==> src/rtl/pi_pkg.sv <==
// pi_pkg: select encodings shared by the router select logic and the output buffers.
package pi_pkg;
  localparam logic [2:0] SEL_IN0 = 3'd0;
  localparam logic [2:0] SEL_IN1 = 3'd1;
  localparam logic [2:0] SEL_IN2 = 3'd2;
  function automatic logic sel_legal(input logic [2:0] s);
    return s <= SEL_IN2;
  endfunction
endpackage

==> src/rtl/pi_out_buf_if.sv <==
// pi_out_buf_if: router-grant side and downstream side of one output buffer.
interface pi_out_buf_if #(parameter int D_W = 32, parameter int A_W = 4);
  logic           ce;
  logic           i_v;
  logic [2:0]     i_sel;
  logic [A_W-1:0] in0_addr, in1_addr, in2_addr;
  logic [D_W-1:0] in0_data, in1_data, in2_data;
  logic           i_bp;
  logic           o_v;
  logic [A_W-1:0] o_addr;
  logic [D_W-1:0] o_data;
  logic           o_bp;
  logic           err;
  modport master(
    output ce, i_v, i_sel, in0_addr, in1_addr, in2_addr, in0_data, in1_data, in2_data, o_bp,
    input  i_bp, o_v, o_addr, o_data, err
  );
  modport slave(
    input  ce, i_v, i_sel, in0_addr, in1_addr, in2_addr, in0_data, in1_data, in2_data, o_bp,
    output i_bp, o_v, o_addr, o_data, err
  );
endinterface

==> src/rtl/pi_skid2.sv <==
// pi_skid2: two-entry FIFO with 1-bit wrapping pointers; head always visible on dout.
module pi_skid2 #(parameter int W = 36) (
  input  logic         clk,
  input  logic         rst,
  input  logic         push,
  input  logic         pop,
  input  logic [W-1:0] din,
  output logic [W-1:0] dout,
  output logic         full,
  output logic         empty
);
  logic [W-1:0] mem [2];
  logic         wptr, rptr;
  logic [1:0]   count;
  always_ff @(posedge clk) begin
    if (rst) begin
      count  <= 2'd0;
      wptr   <= 1'b0;
      rptr   <= 1'b0;
      mem[0] <= '0;
      mem[1] <= '0;
    end else begin
      if (push) begin
        mem[wptr] <= din;
        wptr      <= ~wptr;
      end
      if (pop) rptr <= ~rptr;
      count <= count + {1'b0, push} - {1'b0, pop};
    end
  end
  assign dout  = mem[rptr];
  assign full  = count == 2'd2;
  assign empty = count == 2'd0;
endmodule

==> src/rtl/pi_out_buf.sv <==
// pi_out_buf: per-output-port 3:1 select, illegal-select flag and ce gating around a 2-entry FIFO.
module pi_out_buf import pi_pkg::*; #(
  parameter int D_W   = 32,
  parameter int A_W   = 4,
  parameter int DEPTH = 2
) (
  input logic          clk,
  input logic          rst,
  pi_out_buf_if.slave  bus
);
  localparam int W = A_W + D_W;
  if (DEPTH != 2) begin : g_depth
    $error("pi_out_buf supports DEPTH=2 only");
  end
  logic [W-1:0] sel_word, head;
  logic         req, legal, push, pop, full, empty, err_q;
  always_comb begin
    sel_word = (bus.i_sel == SEL_IN0) ? {bus.in0_addr, bus.in0_data} :
               (bus.i_sel == SEL_IN1) ? {bus.in1_addr, bus.in1_data} :
                                        {bus.in2_addr, bus.in2_data};
  end
  assign legal = sel_legal(bus.i_sel);
  // i_bp depends only on registered fullness and ce, so req never loops back through it
  assign req   = bus.ce & bus.i_v & ~bus.i_bp;
  assign push  = req & legal;
  assign pop   = bus.o_v & ~bus.o_bp;
  pi_skid2 #(.W(W)) u_fifo (
    .clk   (clk),
    .rst   (rst),
    .push  (push),
    .pop   (pop),
    .din   (sel_word),
    .dout  (head),
    .full  (full),
    .empty (empty)
  );
  always_ff @(posedge clk) begin
    if (rst) err_q <= 1'b0;
    else if (req & ~legal) err_q <= 1'b1;
  end
  assign bus.i_bp                 = full | ~bus.ce;
  assign bus.o_v                  = ~empty & bus.ce;
  assign {bus.o_addr, bus.o_data} = head;
  assign bus.err                  = err_q;
endmodule

==> src/flat_wrapper.sv <==
// flat-port wrapper written by rule: the top's interface ports become plain ports
module pi_out_buf_flat import pi_pkg::*;
#(
  parameter int D_W   = 32,
  parameter int A_W   = 4,
  parameter int DEPTH = 2
)
  (clk, rst, bus_ce, bus_i_v, bus_i_sel, bus_in0_addr, bus_in1_addr, bus_in2_addr, bus_in0_data, bus_in1_data, bus_in2_data, bus_o_bp, bus_i_bp, bus_o_v, bus_o_addr, bus_o_data, bus_err);
  pi_out_buf_if #(.D_W(D_W), .A_W(A_W)) bus_i ();
  input logic clk;
  input logic rst;
  input wire logic [$bits(bus_i.ce)-1:0] bus_ce;
  input wire logic [$bits(bus_i.i_v)-1:0] bus_i_v;
  input wire logic [$bits(bus_i.i_sel)-1:0] bus_i_sel;
  input wire logic [$bits(bus_i.in0_addr)-1:0] bus_in0_addr;
  input wire logic [$bits(bus_i.in1_addr)-1:0] bus_in1_addr;
  input wire logic [$bits(bus_i.in2_addr)-1:0] bus_in2_addr;
  input wire logic [$bits(bus_i.in0_data)-1:0] bus_in0_data;
  input wire logic [$bits(bus_i.in1_data)-1:0] bus_in1_data;
  input wire logic [$bits(bus_i.in2_data)-1:0] bus_in2_data;
  input wire logic [$bits(bus_i.o_bp)-1:0] bus_o_bp;
  output wire logic [$bits(bus_i.i_bp)-1:0] bus_i_bp;
  output wire logic [$bits(bus_i.o_v)-1:0] bus_o_v;
  output wire logic [$bits(bus_i.o_addr)-1:0] bus_o_addr;
  output wire logic [$bits(bus_i.o_data)-1:0] bus_o_data;
  output wire logic [$bits(bus_i.err)-1:0] bus_err;
  assign bus_i.ce = bus_ce;
  assign bus_i.i_v = bus_i_v;
  assign bus_i.i_sel = bus_i_sel;
  assign bus_i.in0_addr = bus_in0_addr;
  assign bus_i.in1_addr = bus_in1_addr;
  assign bus_i.in2_addr = bus_in2_addr;
  assign bus_i.in0_data = bus_in0_data;
  assign bus_i.in1_data = bus_in1_data;
  assign bus_i.in2_data = bus_in2_data;
  assign bus_i.o_bp = bus_o_bp;
  assign bus_i_bp = bus_i.i_bp;
  assign bus_o_v = bus_i.o_v;
  assign bus_o_addr = bus_i.o_addr;
  assign bus_o_data = bus_i.o_data;
  assign bus_err = bus_i.err;
  pi_out_buf #(.D_W(D_W), .A_W(A_W), .DEPTH(DEPTH)) u_core (.clk(clk), .rst(rst), .bus(bus_i));
endmodule
==> config.mk <==
export PLATFORM = sky130hd
export DESIGN_NAME = pi_out_buf_flat
export DESIGN_NICKNAME = d
export VERILOG_FILES = /design/src/rtl/pi_pkg.sv /design/src/rtl/pi_out_buf_if.sv /design/src/rtl/pi_skid2.sv /design/src/rtl/pi_out_buf.sv /design/src/flat_wrapper.sv
export SDC_FILE = /design/constraint.sdc
export NUM_CORES = 1
export LEC_CHECK = 0
export CAP_MARGIN = 20
export CORE_ASPECT_RATIO = 1.4
export CORE_MARGIN = 8
export CORE_UTILIZATION = 38
export CTS_BUF_LIST = sky130_fd_sc_hd__clkbuf_8
export CTS_CLUSTER_DIAMETER = 80
export DETAILED_ROUTE_END_ITERATION = 8
export PLACE_DENSITY = 0.66
export REMOVE_ABC_BUFFERS = 1
export SLEW_MARGIN = 10
export SYNTH_ARGS = -nofsm -noshare
export SYNTH_HDL_FRONTEND = slang
export SYNTH_HIERARCHICAL = 1
export SYNTH_SLANG_ARGS = --single-unit
==> constraint.sdc <==
create_clock -name clk -period 3.6 [get_ports clk]
set_clock_uncertainty 0.05 [all_clocks]
set_input_delay 0.72 -clock clk [delete_from_list [all_inputs] [get_ports clk]]
set_output_delay 0.72 -clock clk [all_outputs]
set_load 0.1 [all_outputs]
==> results.yml, run 1 <==
routing:
  drt_iter0_drc: 138
  drcViolationCount: 0
  via_per_inst: 4.97
  drt_first_pass_iters: 4
  wl_per_cell_um: 17.9
  routed_wl_mm: 12.3
  postRouteAntennaNets: 0
  via_count: 3399
grt:
  grt.total_usage_pct: 15.8
  grt_overflow: 0
  grt_pass1_wl_mm: 18.9
  grt_pass1_vias: 3750
  antenna_found_initial: 0
  grt_max_degree: 44
sta:
  hold_viol_final: 0
  max_clock_freq_ghz: 0.378
  rsz0062_at_grt: "no"
  finalSetupTns_ps: 0
  relSlewSlack_pct: 34.1
  worst_slack_ps: 957
  worstMarginPinSlew_ps: 985
  fin_crit_sh_pct: 73.4
  report.final.slew_viol_count: 0
  period_needed_ps: 2640
  setup_viol: 0
synthesis:
  ys_types: 27
  synth_edf_count: 72
  ys_seq_area_share_pct: 50.7
  syn_inst: 388
  yosysTopAreaCell: "edfxtp_1"
  synth_flop_cell: "edfxtp_1"
  synth_area_leaders: "edfxtp_1 48%, mux2_4 10%, mux2i_1 8.0%, nor2_1 6.3%, nand2b_1 5.7%"
  async_reset_ff_share_pct: 0
  syn_area_mm2: 0.00450
  ys_warn_count: 6
  postSynthAreaPerCell_um2: 11.6
  synth_top_area_share_pct: 48.0
  ys_ff_latch: 78
cts:
  cts.reportedPaths.clkPinSlew_ps: 80
  cts_tree: "yes"
  cts_buffers: 9
  ctsHoldBuffers: 0
  cts_buffer_depth: 2
  clock_latency_ps: 350
  post_cts_buffers: 0
  clock-root-buffer: "clkbuf_8"
  htreeDepth: 3
  clock-sinks: 78
  post_cts_resized: 0
setup_path:
  crit_top_cell: "buf_4"
  start_kind: "flip-flop"
  slowest_delay_ps: 530
  r2r_start: "u_core/u_fifo/count[1]$_SDFF_PP0_"
  crit_buf_inv: 2
  crit_chain: "buf_4, mux2_2, buf_4"
  r2r_cells: 5
  cp_top_family: "buffers and inverters"
  crit_arrival_ps: 1870
  cp_num_cells: 3
  slowest_stage: "buf_4"
  endpoint_kind: "output pin"
  critPathRequiredTime_ps: 2830
  worst-r2r-setup-slack_ps: 1630
  critical_path_class: "reg -> out"
  cp_max_fo: 36
  rr_endpoint: "u_core/u_fifo/mem[1][9]$_SDFFCE_PN0P_"
floorplan:
  start_util_pct: 38.5
  io_pins: 155
  fp.dieArea_mm2: 0.0156
  fp.dieH_um: 145
  fp.dieW_um: 108
  rows: 47
  core_area_mm2: 0.0117
worst_hold_path:
  min_path_cells: 2
  holdCritPathClass: "reg -> reg"
  min_to: "u_core/bus.err$_SDFFE_PP0P_"
  hold_start: "u_core/bus.err$_SDFFE_PP0P_"
pwr:
  power.internal_uw: 1600
  p_seq_share_pct: 44.4
  cellLeakagePower_uw: 0.00235
  p_total_uw: 2350
  vdd_ir_drop_max_v: 0.000195
  p_comb_share_pct: 29.8
  swShare_pct: 31.7
  power_frac_clock_pct: 25.8
  power_density_mw_per_mm2: 384
  power_switching_uw: 744
placed_design:
  placed_cell_area_mm2: 0.00593
  io_buffers: 154
  pre_cts_slack_ps: 652
  dp_cells: 668
  hpwl_mm: 8.93
  place.gp.congestion: 0.784
final_layout:
  fin_nets: 650
  fillers: 1057
  stdcell_count: 684
  n_antenna_cell: 0
  area_delta_synth_final_pct: 35.8
  design_area_mm2: 0.00611
  drive_gt1_share_pct: 19.0
status:
  status: "completed"
run:
  maxCapViolations: 0
synthesized netlist by cell type (2+ instances only):
master and instances:
ha_1 2, buf_6 11, mux2_4 30, buf_4 4, buf_8 2, clkbuf_2 2
o21ai_1 34, mux2_2 6, nor2_1 76, buf_2 2, buf_12 3, a21oi_1 2
nor2b_1 4, nand2b_1 41, edfxtp_1 72, inv_1 3, mux2i_1 36, dfxtp_1 6
clkbuf_1 7, o21ai_0 38
stage by stage:
stage	hold WS (ps)	utilization [%]
2_1_floorplan	420	-
3_3_place_gp	408	50.7
3_5_place_dp	419	50.7
4_1_cts	427	52.2
5_1_grt	462	52.2
6_report	427	52.2
layout make-up:
type / count / area (um^2) / share of cell area [%]
inverter: 3 / 11.3 / 0.184
timing repair buffer: 164 / 1530 / 25.0
clock inverter: 7 / 57.6 / 0.942
tap: 147 / 184 / 3.01
clock buffer: 9 / 124 / 2.03
sequential: 78 / 2280 / 37.4
multi-input combinational: 276 / 1920 / 31.4
cells in the final DEF, fill, tap and decap left out, types with 2 or more instances in the layout:
master	instances
nor2b_1	4
a21oi_1	2
clkinv_1	2
o21ai_1	34
o21ai_0	38
clkbuf_8	9
buf_4	47
ha_1	2
mux2_2	6
edfxtp_1	72
mux2i_1	36
nand2b_1	39
mux2_4	30
nand2b_2	2
nor2_1	76
inv_1	5
dfxtp_1	5
clkdlybuf4s50_1	115
worst register-to-register path, delay by kind of cell (launching register included):
kind | cells | cell delay (ps)
AND/OR/NAND/NOR | 4 | 800
buffers and inverters | 1 | 420
flip-flops | 1 | 340
registers in the layout (all words and copies together) (netlist names), named ones only:
name,cells
u_core/u_fifo/wptr,1
u_core/u_fifo/rptr,1
u_core/bus.err,1
u_core/u_fifo/count,2
u_core/u_fifo/mem,72
power by group through the flow:
stage,clock [uW],sequential [uW],combinational [uW]
after detailed placement,0,1060,706
after CTS,619,1040,707
after global placement,0,1060,700
final,606,1040,699
after floorplan,0,1080,431
after global routing,657,1050,738
how the worst max path moves through the flow:
stage	startpoint	to	slack (ps)
after floorplan	bus_ce	u_core/u_fifo/count[1]$_SDFF_PP0_	400
after global placement	bus_i_sel[1]	u_core/u_fifo/mem[1][12]$_SDFFCE_PN0P_	700
after detailed placement	bus_i_sel[1]	u_core/u_fifo/mem[1][23]$_SDFFCE_PN0P_	650
after CTS	flip-flop	bus_o_addr[3]	920
after global routing	flip-flop	bus_o_data[1]	870
final	flip-flop	bus_o_data[1]	960
kinds of logic (layout without fill, tap and decap cells):
| group | count (synthesis) | after routing | share of synthesized area [%] |
|---|---|---|---|
| AO/OA/AOI/OAI | 75 | 75 | 8.42 |
| flip-flops | 78 | 78 | 50.7 |
| XOR/XNOR | 2 | 2 | 0.695 |
| AND/OR/NAND/NOR | 125 | 125 | 13.4 |
| multiplexers | 72 | 72 | 19.5 |
| adder cells (fa/ha/maj) | 2 | 2 | 0.556 |
| buffers and inverters | 34 | 183 | 6.70 |
routing by layer:
metal  share of wire [%]  track usage [%]
met4                 2.7             7.62
met2                  58             30.1
met5                   0                0
met3                 4.8             3.28
met1                  35             15.8
No activity file was read; power rests on OpenSTA's default activity.
==> run 2, diff against run 1 <==
Clock period 3.6 ns to 2.6 ns, I/O delays scaled along.
==> results.yml, run 2 (synthesis results as in run 1) <==
cts:
  cts_buffer_depth: 2
  clock_latency_ps: 360
  htreeDepth: 3
  cts_buffers: 9
  ctsHoldBuffers: 0
  post_cts_resized: 0
  post_cts_buffers: 0
  clock-root-buffer: "clkbuf_8"
  cts_tree: "yes"
  cts.reportedPaths.clkPinSlew_ps: 90
  clock-sinks: 78
setup_path:
  cp_num_cells: 7
  crit_arrival_ps: 2180
  cp_top_family: "buffers and inverters"
  crit_buf_inv: 3
  start_kind: "input port"
  r2r_cells: 5
  cp-startpoint: "bus_i_sel[2]"
  slowest_stage: "clkdlybuf4s50_1"
  crit_top_cell: "buf_4"
  critPathRequiredTime_ps: 2640
  critical_path_class: "in -> reg"
  cp_max_fo: 37
  slowest_delay_ps: 480
  crit_chain: "clkdlybuf4s50_1, buf_4, or2_1, buf_4, o21ai_0, nand2b_1, nor2_1"
  r2r_start: "u_core/u_fifo/count[1]$_SDFF_PP0_"
  endpoint_kind: "flip-flop"
floorplan:
  fp.dieArea_mm2: 0.0156
  rows: 47
  fp.dieH_um: 145
  core_area_mm2: 0.0117
  fp.dieW_um: 108
  start_util_pct: 38.5
  io_pins: 155
pwr:
  swShare_pct: 29.6
  p_comb_share_pct: 30.6
  power_density_mw_per_mm2: 548
  vdd_ir_drop_max_v: 0.000325
  power_frac_clock_pct: 30.0
  power.internal_uw: 2580
  cellLeakagePower_uw: 0.00255
  p_total_uw: 3670
  power_switching_uw: 1090
  p_seq_share_pct: 39.4
final_layout:
  fillers: 957
  ff_latch_area_mm2: 0.00228
  stdcell_count: 688
  final_common_cell: "clkdlybuf4s50_1"
  mostFrequentLayoutCells: "114 x clkdlybuf4s50_1, 76 x nor2_1, 72 x edfxtp_1, 41 x buf_12, 39 x nand2b_1"
  n_antenna_cell: 0
  fin_nets: 654
  drive_gt1_share_pct: 20.5
  area_delta_synth_final_pct: 49.0
  multi_input_area_mm2: 0.00192
  reg_top3: "u_core/u_fifo/mem (72), u_core/u_fifo/count (2)"
  largest_register_ff_count: 72
  fin_util_pct: 57.3
  top_register: "u_core/u_fifo/mem"
sta:
  relSlewSlack_pct: 58.9
  rsz0062_at_grt: "no"
  fin_crit_sh_pct: 82.3
  period_needed_ps: 2140
  report.final.slew_viol_count: 0
  max_clock_freq_ghz: 0.467
  setup_viol: 0
  hold_viol_final: 0
  worstMarginPinSlew_ps: 616
  whs_ps: 426
routing:
  drt_first_pass_iters: 4
  via_per_inst: 4.91
  drcViolationCount: 0
  postRouteAntennaNets: 0
  drt_iter0_drc: 142
  routed_wl_mm: 12.2
  via_count: 3379
  wl_per_cell_um: 17.7
status:
  status: "completed"
grt:
  grt_pass1_vias: 3666
  grt.total_usage_pct: 15.8
  grt_max_degree: 38
  grt_pass1_wl_mm: 18.9
  grt_overflow: 0
  antenna_found_initial: 0
placed_design:
  io_buffers: 154
  hpwl_mm: 8.96
  dp_cells: 672
  place.gp.congestion: 0.723
worst_hold_path:
  min_path_cells: 2
  hold_start: "u_core/bus.err$_SDFFE_PP0P_"
  holdCritPathClass: "reg -> reg"
run:
  maxCapViolations: 0
## run 2: area by class of cell
class                           count  area share, %
Tap cell                          147           2.74
Inverter                            3          0.168
Sequential cell                    78           34.1
Timing Repair Buffer              168           30.7
Multi-Input combinational cell    276           28.7
Clock buffer                       10           2.05
Clock inverter                      6           1.62
## run 2: final timing paths
check | end | slack, ps
min | u_core/bus.err$_SDFFE_PP0P_ | 430
max reg2reg | u_core/u_fifo/mem[1][10]$_SDFFCE_PN0P_ | 820
min reg2reg | u_core/bus.err$_SDFFE_PP0P_ | 430
max | u_core/u_fifo/mem[0][35]$_SDFFCE_PN0P_ | 460
## run 2: worst register-to-register path: stages (launching register included)
cell     delay, ps
dfxtp_1        380
nor2b_1        180
and4b_1        280
nand2_2        110
buf_4          390
nor2_1         130
## run 2: per-layer routing
layer,GRT usage (%),wire length (um),share of wire (%),vias up
met5,0,0,0,-
met4,5.65,218,1.8,0
met3,3.01,546,4.5,16
met2,31.0,7120,58,85
met1,15.7,4320,35,1611
li1,-,-,-,1667
## run 2: power groups by stage
| stage | combinational, uW | sequential, uW | clock, uW |
|---|---|---|---|
| 2_1_floorplan | 596 | 1490 | 0 |
| 3_3_place_gp | 1120 | 1470 | 0 |
| 3_5_place_dp | 1130 | 1470 | 0 |
| 4_1_cts | 1140 | 1450 | 1110 |
| 5_1_grt | 1180 | 1450 | 1160 |
| 6_report | 1120 | 1450 | 1100 |
## run 2: per-stage QoR
stage,setup TNS (ps),instance area [um^2],setup WS [ps]
after detailed placement,0,6460,126
after global routing,0,6700,307
after floorplan,-5940,4210,-402
after CTS,0,6700,475
after global placement,0,6460,180
final,0,6700,459
==> run 3, diff against run 2 <==
Clock period 2.6 ns to 2.2 ns, I/O delays scaled along.
==> results.yml, run 3 (synthesis results as in run 1) <==
pwr:
  vdd_ir_drop_max_v: 0.000332
  power_switching_uw: 1270
  power_density_mw_per_mm2: 621
  p_seq_share_pct: 40.7
  power_frac_clock_pct: 27.2
  cellLeakagePower_uw: 0.00259
  swShare_pct: 30.2
  power.internal_uw: 2930
  p_comb_share_pct: 32.1
setup_path:
  cp_max_fo: 36
  worst-r2r-setup-slack_ps: 430
  slowest_delay_ps: 410
  critPathRequiredTime_ps: 1710
  endpoint_kind: "output pin"
  crit_top_cell: "buf_12"
  r2r_start: "u_core/u_fifo/count[1]$_SDFF_PP0_"
  crit_arrival_ps: 1570
  crit_buf_inv: 2
  start_kind: "flip-flop"
  crit_chain: "buf_12, mux2_2, buf_12"
  slowest_stage: "mux2_2"
  rr_endpoint: "u_core/u_fifo/mem[1][25]$_SDFFCE_PN0P_"
  cp_top_family: "buffers and inverters"
  critical_path_class: "reg -> out"
  r2r_cells: 5
grt:
  antenna_found_initial: 0
  grtUsageMet2_pct: 30.5
  grt_pass1_vias: 3860
  grt_max_degree: 38
  grt_pass1_wl_mm: 19.4
  grt.met1_usage_pct: 16.2
  grt_overflow: 0
  grt.total_usage_pct: 16.2
  grt_use_met3_pct: 3.32
  grt.busiest_layer: "met2"
sta:
  report.final.slew_viol_count: 0
  rsz0062_at_grt: "no"
  hold_viol_final: 0
  max_clock_freq_ghz: 0.486
  setup_viol: 0
  worst_slack_ps: 143
  worstMarginPinSlew_ps: 615
  finalSetupTns_ps: 0
  whs_ps: 420
  period_needed_ps: 2060
  fin_crit_sh_pct: 93.5
  relSlewSlack_pct: 59.0
routing:
  routed_wl_mm: 12.5
  drcViolationCount: 0
  via_per_inst: 4.98
  drt_iter0_drc: 160
  via_count: 3454
  wl_per_cell_um: 18.0
  drt_first_pass_iters: 5
  postRouteAntennaNets: 0
cts:
  cts.reportedPaths.clkPinSlew_ps: 80
  clock-root-buffer: "clkbuf_8"
  ctsHoldBuffers: 0
  clock-sinks: 78
  htreeDepth: 3
  cts_buffers: 9
  clock_latency_ps: 340
  post_cts_resized: 0
  post_cts_buffers: 0
  cts_buffer_depth: 2
  cts_tree: "yes"
placed_design:
  hpwl_mm: 9.25
  place.gp.congestion: 0.782
  pre_cts_slack_ps: -184
  io_buffers: 154
final_layout:
  n_antenna_cell: 0
  area_delta_synth_final_pct: 50.2
  fin_util_pct: 57.8
  drive_gt1_share_pct: 21.4
  reg_top3: "u_core/u_fifo/mem (72), u_core/u_fifo/count (2)"
  final_common_cell: "clkdlybuf4s50_1"
  fin_nets: 660
  mostFrequentLayoutCells: "114 x clkdlybuf4s50_1, 76 x nor2_1, 72 x edfxtp_1, 44 x buf_12, 39 x nand2b_1"
  top_register: "u_core/u_fifo/mem"
  largest_register_ff_count: 72
run:
  maxCapViolations: 0
worst_hold_path:
  min_to: "u_core/bus.err$_SDFFE_PP0P_"
  min_path_cells: 2
  holdCritPathClass: "reg -> reg"
  hold_start: "u_core/bus.err$_SDFFE_PP0P_"
floorplan:
  io_pins: 155
  fp.dieArea_mm2: 0.0156
  core_area_mm2: 0.0117
  fp.dieH_um: 145
  rows: 47
  start_util_pct: 38.5
  fp.dieW_um: 108
status:
  status: "completed"
[run 3: cell types whose count changed in the layout (fill, tap and decap cells not counted)]
cell	previous run	this run
clkbuf_8	10	13
bufinv_16	3	1
buf_4	12	15
clkinv_4	1	0
buf_12	41	44
[run 3: cell type report]
type,count,area [um^2]
tap,147,184
timing repair buffer,174,2140
clock inverter,3,40.0
sequential,78,2280
fill,977,4940
inverter,3,11.3
clock buffer,13,179
multi-input combinational,276,1920
[run 3: worst register-to-register path: cells and delay by family, from the launching register on]
kind / cells / cell delay (ps)
buf+inv: 1 / 390
flops: 1 / 390
simple gates: 4 / 680
[run 3: per-layer routing]
| layer | part of all wire, % | vias to the layer above |
|---|---|---|
| met5 | 0 | - |
| met2 | 57 | 111 |
| met3 | 4.9 | 26 |
| met1 | 35 | 1635 |
| met4 | 3.5 | 0 |
| li1 | - | 1682 |
[run 3: metrics by stage]
stage / cells / area, um^2 / power [uW]
3_5_place_dp: 678 / 6540 / 3100
3_3_place_gp: 678 / 6540 / 3080
6_report: 694 / 6760 / 4200
4_1_cts: 694 / 6760 / 4240
5_1_grt: 694 / 6760 / 4340
2_1_floorplan: 357 / 4210 / 2470
[run 3: power groups by stage]
| stage | combinational (uW) | clock, uW | sequential (uW) |
|---|---|---|---|
| final | 1350 | 1140 | 1710 |
| after global routing | 1410 | 1210 | 1710 |
| after CTS | 1360 | 1170 | 1710 |
| after detailed placement | 1360 | 0 | 1740 |
| after global placement | 1340 | 0 | 1740 |
| after floorplan | 705 | 0 | 1760 |
[run 3: worst max-delay path by stage]
stage | end | slack [ps] | cells past startpoint
after floorplan | u_core/u_fifo/count[1]$_SDFF_PP0_ | -720 | 7
after global placement | u_core/u_fifo/mem[1][2]$_SDFFCE_PN0P_ | -150 | 6
after detailed placement | u_core/u_fifo/mem[1][15]$_SDFFCE_PN0P_ | -180 | 6
after CTS | bus_o_data[3] | 110 | 3
after global routing | bus_o_data[1] | 90 | 3
final | bus_o_data[1] | 140 | 3
